### src/rtl/cpu_pkg.sv
// Shared types for the accumulator CPU: opcode encoding (matches the ALU),
// sequencer phase encoding, and the ALU-operation classifier.
package cpu_pkg;

   typedef enum logic [2:0] {
      HLT = 3'd0,
      SKZ = 3'd1,
      ADD = 3'd2,
      AND = 3'd3,
      XOR = 3'd4,
      LDA = 3'd5,
      STO = 3'd6,
      JMP = 3'd7
   } opcode_t;

   typedef enum logic [3:0] {
      INST_ADDR  = 4'd0,
      INST_FETCH = 4'd1,
      INST_LOAD  = 4'd2,
      IDLE       = 4'd3,
      OP_ADDR    = 4'd4,
      OP_FETCH   = 4'd5,
      ALU_OP     = 4'd6,
      STORE      = 4'd7,
      HALTED     = 4'd8
   } phase_t;

   // Opcodes whose result is written back into the accumulator from memory/ALU
   function automatic logic is_aluop(input opcode_t op);
      return (op == ADD) || (op == AND) || (op == XOR) || (op == LDA);
   endfunction

endpackage

### src/rtl/cpu_controller.sv
// Eight-phase instruction sequencer for the 8-bit accumulator CPU.
// One phase register; all strobes are a combinational decode of the phase,
// the IR opcode and the ALU zero flag, so reset forces them at once.
module cpu_controller
   import cpu_pkg::*;
(
   input  logic       clk,
   input  logic       rst_n,
   input  logic       enable,
   input  logic [2:0] opcode,
   input  logic       is_zero,
   output logic       sel,
   output logic       rd,
   output logic       wr,
   output logic       ld_ir,
   output logic       ld_ac,
   output logic       ld_pc,
   output logic       inc_pc,
   output logic       data_e,
   output logic       halt
);

   phase_t  phase;
   phase_t  phase_nxt;
   opcode_t op;
   logic    aluop;

   assign op    = opcode_t'(opcode);
   assign aluop = is_aluop(op);

   // Next-phase selection: linear walk, HLT diverts to HALTED, HALTED is sticky
   always_comb begin
      phase_nxt = phase;
      if (phase != HALTED && enable) begin
         case (phase)
            INST_ADDR:  phase_nxt = INST_FETCH;
            INST_FETCH: phase_nxt = INST_LOAD;
            INST_LOAD:  phase_nxt = IDLE;
            IDLE:       phase_nxt = OP_ADDR;
            OP_ADDR:    phase_nxt = (op == HLT) ? HALTED : OP_FETCH;
            OP_FETCH:   phase_nxt = ALU_OP;
            ALU_OP:     phase_nxt = STORE;
            STORE:      phase_nxt = INST_ADDR;
            default:    phase_nxt = HALTED;
         endcase
      end
   end

   // Phase register; reset aborts whatever instruction is in flight
   always_ff @(posedge clk or negedge rst_n) begin
      if (!rst_n) phase <= INST_ADDR;
      else        phase <= phase_nxt;
   end

   // Strobe decode from the current phase
   always_comb begin
      sel    = 1'b0;
      rd     = 1'b0;
      wr     = 1'b0;
      ld_ir  = 1'b0;
      ld_ac  = 1'b0;
      ld_pc  = 1'b0;
      inc_pc = 1'b0;
      data_e = 1'b0;
      halt   = 1'b0;
      case (phase)
         INST_ADDR: begin
            sel = 1'b1;
         end
         INST_FETCH: begin
            sel = 1'b1;
            rd  = 1'b1;
         end
         INST_LOAD, IDLE: begin
            sel   = 1'b1;
            rd    = 1'b1;
            ld_ir = 1'b1;
         end
         OP_ADDR: begin
            inc_pc = 1'b1;
            halt   = (op == HLT);
         end
         OP_FETCH: begin
            rd = aluop;
         end
         ALU_OP: begin
            rd     = aluop;
            // Second PC increment skips the next instruction when AC == 0
            inc_pc = (op == SKZ) && is_zero;
            ld_pc  = (op == JMP);
            data_e = (op == STO);
         end
         STORE: begin
            rd     = aluop;
            ld_ac  = aluop;
            // JMP reloads the same target again; harmless and keeps decode flat
            ld_pc  = (op == JMP);
            wr     = (op == STO);
            data_e = (op == STO);
         end
         HALTED: begin
            halt = 1'b1;
         end
         default: begin
            halt = 1'b1;
         end
      endcase
   end

endmodule

### config.mk
export PLATFORM = sky130hd
export DESIGN_NAME = cpu_controller
export DESIGN_NICKNAME = d
export VERILOG_FILES = /design/src/rtl/cpu_pkg.sv /design/src/rtl/cpu_controller.sv
export SDC_FILE = /design/constraint.sdc
export NUM_CORES = 1
export LEC_CHECK = 0
export CAP_MARGIN = 20
export CELL_PAD_IN_SITES_DETAIL_PLACEMENT = 1
export CELL_PAD_IN_SITES_GLOBAL_PLACEMENT = 2
export CORE_MARGIN = 2
export CORE_UTILIZATION = 23
export DETAILED_ROUTE_END_ITERATION = 7
export HOLD_SLACK_MARGIN = 0.15
export PLACE_DENSITY = 0.8
export SLEW_MARGIN = 15
export SYNTH_ARGS = -nofsm -noshare
export SYNTH_HDL_FRONTEND = slang
export SYNTH_SLANG_ARGS = --single-unit
### constraint.sdc
create_clock -name clk -period 3.82 [get_ports clk]
set_input_delay 0.764 -clock clk [delete_from_list [all_inputs] [get_ports clk]]
set_output_delay 0.764 -clock clk [all_outputs]
set_load 0.02 [all_outputs]
==> results.sh, run 1 <==
export IMPL_gr_total_overflow=0
export IMPL_worst_pin_slew_ns=0.324
export IMPL_p_per_area_nw_per_um2=690
export IMPL_largest_register="phase"
export IMPL_htree_levels=1
export IMPL_antenna_cells=0
export IMPL_syn_num_nets=44
export IMPL_p_leak_nw=0.201
export IMPL_cp_required_ns=3.06
export IMPL_hold_viol_final=0
export IMPL_antenna_found_initial=0
export IMPL_detail_route_drc_violations=0
export IMPL_tritoncts="yes"
export IMPL_cts_buffers=3
export IMPL_cts_resized=0
export IMPL_crit_path_cell_trace="clkdlybuf4s50_1 -> nor4_4 -> a31o_2 -> clkdlybuf4s50_1"
export IMPL_fillers=187
export IMPL_syn_area_um2=349
export IMPL_io_buffer_count=15
export IMPL_vias=330
export IMPL_yosys_area_top_type="dfrtp_1"
export IMPL_clock_latency_ns=0.24
export IMPL_end_kind="output pin"
export IMPL_slowest_delay_ns=0.60
export IMPL_p_total_uw=350
export IMPL_dieArea_um2=1850
export IMPL_rsz0062_at_grt="no"
export IMPL_slew_headroom=0.782
export IMPL_worst_path_most_repeated_cell="clkdlybuf4s50_1"
export IMPL_clock_path_buffers=2
export IMPL_skew_ns=0.00404
export IMPL_min_path_type="reg -> reg"
export IMPL_core_area_um2=1470
export IMPL_area_growth_pct=45.5
export IMPL_drt_total_wl_um=868
export IMPL_min_period_ns=3.27
export IMPL_synth_warnings=0
export IMPL_ioPinCount=16
export IMPL_reg2reg_from="phase[1]"
export IMPL_dr_pass1_iters=4
export IMPL_synthTopCellsByArea="dfrtp_1, buf_6, nor4_4"
export IMPL_drtAntennaViolNets=0
export IMPL_initial_core_util=0.237
export IMPL_root_buffer="clkbuf_4"
export IMPL_grt_util_all_layers=0.113
export IMPL_cap_violations=0
export IMPL_clock_fmax_ghz=0.306
export IMPL_cts_sinks=4
export IMPL_slew_violations=0
export IMPL_netlist_area_leader_share=0.287
export IMPL_min_to="phase[0]"
export IMPL_die_x_um=43.0
export IMPL_whs_path_depth=1
export IMPL_largest_reg_flops=4
export IMPL_post_drt_wl_per_cell_um=12.8
export IMPL_hpwl_um=665
export IMPL_worstSetupStartpointType="input pin"
export IMPL_postSynthAreaPerCell_um2=9.43
export IMPL_die_y_um=43.0
export IMPL_rows=14
export IMPL_fin_crit_sh=0.855
export IMPL_crit_fanout=5
export IMPL_avgViaCountPerCell=4.85
export IMPL_grt_pass1_wl_um=1510
export IMPL_final_layout_size_suffix_gt1_frac=0.173
export IMPL_holdBufCountCts=0
export IMPL_slowest_stage="clkdlybuf4s50_1"
export IMPL_hold_path_startpoint="phase[0]"
export IMPL_postCtsSetupBuffers=0
export IMPL_yosysSeqAreaShare=0.287
export IMPL_globalplace_congestion=0.709
export IMPL_multi_input_area_um2=211
export IMPL_seq_area_um2=100
export IMPL_tns_ns=0
export IMPL_drtIter0Drc=3
export IMPL_cp_startpoint="opcode[2]"
export IMPL_largest_registers="phase x4"
export IMPL_grt_pass1_vias=351
export IMPL_reg2reg_depth=3
export IMPL_worstSetupPathType="in -> out"
export IMPL_ff2ff_setup_slack_ns=2.52
export IMPL_peakVddDrop_v=0.000207
export IMPL_status="finished clean"
export IMPL_cp_arrival_ns=2.50
export IMPL_r2r_end="phase[0]"
export IMPL_clk_pin_slew_ns=0.04
export IMPL_synth_cells=37
export IMPL_ys_types=25
export IMPL_ys_ff_latch=4
export IMPL_grt_start_max_net_pins=11
export IMPL_final_setup_viol_count=0
export IMPL_fin_nets=61
cell usage in the layout, fill, tap and decap left out:
cell type,instances
nor4_4,1
dfrtp_1,4
nor2b_1,1
xnor2_1,1
o21ai_0,2
o221ai_1,1
mux2i_1,1
a211oi_1,1
a21o_1,1
clkbuf_4,3
and2_2,1
inv_1,1
nand2b_1,1
and4b_1,1
nor2_1,5
and4_1,1
a31o_2,1
nand3b_1,1
and2_1,1
clkdlybuf4s50_1,15
and3b_2,1
nand2_1,3
nand3_1,1
a2111oi_2,1
a21oi_1,1
a41o_2,1
area by class of cell:
type,instances,share of cell area
tap,16,0.0394
inverter,1,0.00739
clock buffer,3,0.0443
multi-input combinational,29,0.416
timing repair buffer,15,0.296
sequential,4,0.197
per-layer routing:
layer / vias to the layer above / routed length [µm] / global-route usage
li1: 167 / - / -
met1: 156 / 406 / 0.135
met2: 7 / 430 / 0.176
met3: 0 / 30 / 0.0170
met4: 0 / 0 / 0.0909
met5: - / 0 / 0
worst max-delay path: cells and delay by family:
kind | cells | cell delay (ns)
buffers and inverters | 2 | 1.13
AOI/OAI and AO/OA | 1 | 0.21
and+or+nand+nor | 1 | 0.40
worst max path at each step:
stage / to / cells past startpoint / slack (ns)
after floorplan: rd / 2 / 1.59
after global placement: halt / 4 / 0.59
after detailed placement: halt / 4 / 0.54
after CTS: halt / 4 / 0.53
after global routing: halt / 4 / 0.48
final: halt / 4 / 0.55
cells by family after synthesis:
| group | share of synthesized area |
|---|---|
| buffers and inverters | 0.108 |
| XOR/XNOR | 0.0251 |
| AO/OA/AOI/OAI | 0.211 |
| multiplexers | 0.0287 |
| AND/OR/NAND/NOR | 0.341 |
| flip-flops | 0.287 |
report_power, final:
| part | switching (mW) | internal [mW] | total [mW] |
|---|---|---|---|
| clock network | 0.0181 | 0.0352 | 0.0533 |
| registers | 0.0538 | 0.0628 | 0.117 |
| logic | 0.0829 | 0.0975 | 0.180 |
per-stage QoR:
stage / hold slack (ns) / worst slack, ns / utilization / instances / instance area (µm²)
2_1_floorplan: 0.468 / 1.59 / - / 37 / 349
3_3_place_gp: 0.664 / 0.593 / 0.330 / 65 / 485
3_5_place_dp: 0.663 / 0.537 / 0.330 / 65 / 485
4_1_cts: 0.674 / 0.526 / 0.345 / 68 / 508
5_1_grt: 0.721 / 0.475 / 0.345 / 68 / 508
6_report: 0.680 / 0.554 / 0.345 / 68 / 508
cells in the mapped netlist (all sizes together):
| cell type | count |
|---|---|
| dfrtp | 4 |
| and4b | 1 |
| inv | 1 |
| nand2 | 3 |
| a21o | 1 |
| nor2b | 1 |
| nor2 | 5 |
| nand3 | 1 |
| a211oi | 1 |
| a21oi | 1 |
| buf | 3 |
| nand3b | 1 |
| xnor2 | 1 |
| o221ai | 1 |
| mux2i | 1 |
| and2 | 2 |
| a41o | 1 |
| and3b | 1 |
| nand2b | 1 |
| a2111oi | 1 |
| and4 | 1 |
| a31o | 1 |
| o21ai | 2 |
| nor4 | 1 |
(Power assumes the default switching activity.)
==> run 2: changes to the inputs <==
--- a/config.mk
+++ b/config.mk
@@ -8,7 +8,7 @@
 export CAP_MARGIN = 20
 export CELL_PAD_IN_SITES_DETAIL_PLACEMENT = 1
 export CELL_PAD_IN_SITES_GLOBAL_PLACEMENT = 2
-export CORE_MARGIN = 2
+export CORE_MARGIN = 1
 export CORE_UTILIZATION = 23
 export DETAILED_ROUTE_END_ITERATION = 7
 export HOLD_SLACK_MARGIN = 0.15
==> results.sh, run 2 (synthesis results as in run 1) <==
export IMPL_largest_registers="phase x4"
export IMPL_hold_path_startpoint="phase[3]"
export IMPL_gr_total_overflow=0
export IMPL_crit_fanout=5
export IMPL_reg2reg_from="phase[1]"
export IMPL_worst_pin_slew_ns=0.321
export IMPL_cp_arrival_ns=2.48
export IMPL_clock_latency_ns=0.23
export IMPL_worstSetupStartpointType="input pin"
export IMPL_cp_num_buf_inv=2
export IMPL_fin_nets=61
export IMPL_peakVddDrop_v=0.000327
export IMPL_clock_fmax_ghz=0.308
export IMPL_core_area_um2=1350
export IMPL_fin_area_um2=507
export IMPL_htree_levels=1
export IMPL_root_buffer="clkbuf_4"
export IMPL_min_path_type="reg -> reg"
export IMPL_area_growth_pct=45.2
export IMPL_whs_path_depth=1
export IMPL_antenna_cells=0
export IMPL_antenna_found_initial=0
export IMPL_holdBufCountCts=0
export IMPL_slew_headroom=0.784
export IMPL_io_buffer_count=15
export IMPL_drt_total_wl_um=780
export IMPL_drtAntennaViolNets=0
export IMPL_cts_buffers=3
export IMPL_worstSetupPathType="in -> out"
export IMPL_initial_core_util=0.259
export IMPL_clock_path_buffers=2
export IMPL_status="finished clean"
export IMPL_slowest_stage="clkdlybuf4s50_1"
export IMPL_ff2ff_setup_slack_ns=2.53
export IMPL_cap_violations=0
export IMPL_p_leak_nw=0.201
export IMPL_cts_sinks=4
export IMPL_fillers=169
export IMPL_reg2reg_depth=3
export IMPL_hold_viol_final=0
export IMPL_avgViaCountPerCell=4.87
export IMPL_clk_pin_slew_ns=0.04
export IMPL_end_kind="output pin"
export IMPL_slew_violations=0
export IMPL_skew_ns=0.00232
export IMPL_dieArea_um2=1680
export IMPL_grt_pass1_wl_um=1300
export IMPL_crit_path_cell_trace="clkdlybuf4s50_1 -> nor4_4 -> a31o_2 -> clkdlybuf4s50_1"
export IMPL_min_to="phase[3]"
export IMPL_largest_register="phase"
export IMPL_grt_util_all_layers=0.121
export IMPL_grt_pass1_vias=315
export IMPL_min_period_ns=3.25
export IMPL_tns_ns=0
export IMPL_post_drt_wl_per_cell_um=11.6
export IMPL_slowest_delay_ns=0.59
export IMPL_cp_required_ns=3.06
export IMPL_hpwl_um=604
export IMPL_die_y_um=41.0
export IMPL_rsz0062_at_grt="no"
export IMPL_detail_route_drc_violations=0
export IMPL_placed_cell_area_um2=484
export IMPL_p_per_area_nw_per_um2=686
export IMPL_final_setup_viol_count=0
export IMPL_final_layout_size_suffix_gt1_frac=0.173
export IMPL_r2r_end="phase[0]"
export IMPL_layout_common_cells="clkdlybuf4s50_1, nor2_1, dfrtp_1"
export IMPL_drtIter0Drc=5
export IMPL_cts_resized=0
export IMPL_postCtsSetupBuffers=0
export IMPL_final_common_cell="clkdlybuf4s50_1"
export IMPL_fin_crit_sh=0.850
export IMPL_globalplace_congestion=0.730
export IMPL_hold_slack_ns=0.660
export IMPL_ioPinCount=16
export IMPL_rows=13
export IMPL_largest_reg_flops=4
export IMPL_grt_start_max_net_pins=11
export IMPL_worst_path_most_repeated_cell="clkdlybuf4s50_1"
export IMPL_die_x_um=41.0
export IMPL_dr_pass1_iters=4
export IMPL_vias=326
export IMPL_tritoncts="yes"
export IMPL_critPathTopFamily="buffers and inverters"
## run 2: cell counts in the layout (fill, tap and decap cells not counted)
No cell type changed its count.
## run 2: area by class of cell
type                            instances  area [µm²]  share of cell area
Timing Repair Buffer                   15         150               0.296
Clock buffer                            3        22.5              0.0444
Tap cell                               15        18.8              0.0370
Multi-Input combinational cell         29         211               0.417
Inverter                                1        3.75             0.00741
Sequential cell                         4         100               0.198
## run 2: worst max path at each step
stage	from	endpoint	slack, ns	cells after the start
after detailed placement	opcode[2]	halt	0.58	4
final	opcode[2]	halt	0.57	4
after CTS	opcode[2]	halt	0.57	4
after floorplan	opcode[1]	rd	1.59	2
after global placement	opcode[2]	halt	0.58	4
after global routing	opcode[2]	halt	0.50	4
## run 2: power breakdown
part | switching [mW] | internal [mW]
Combinational | 0.0841 | 0.0975
Clock | 0.0175 | 0.0352
Sequential | 0.0504 | 0.0629
Total | 0.152 | 0.196
## run 2: layer usage
layer | vias up | track usage | routed length [µm]
met5 | - | 0 | 0
met3 | 0 | 0.0489 | 68
met2 | 17 | 0.207 | 359
met4 | 0 | 0.0500 | 0
met1 | 143 | 0.131 | 351
li1 | 166 | - | -
## run 2: stage by stage
step                       util  cells  setup WS, ns  power (mW)
after CTS                 0.375     67         0.570       0.353
after global routing      0.375     67         0.505       0.382
after floorplan               -     37          1.59       0.246
after detailed placement  0.359     64         0.578       0.298
after global placement    0.359     64         0.581       0.297
final                     0.375     67         0.572       0.348
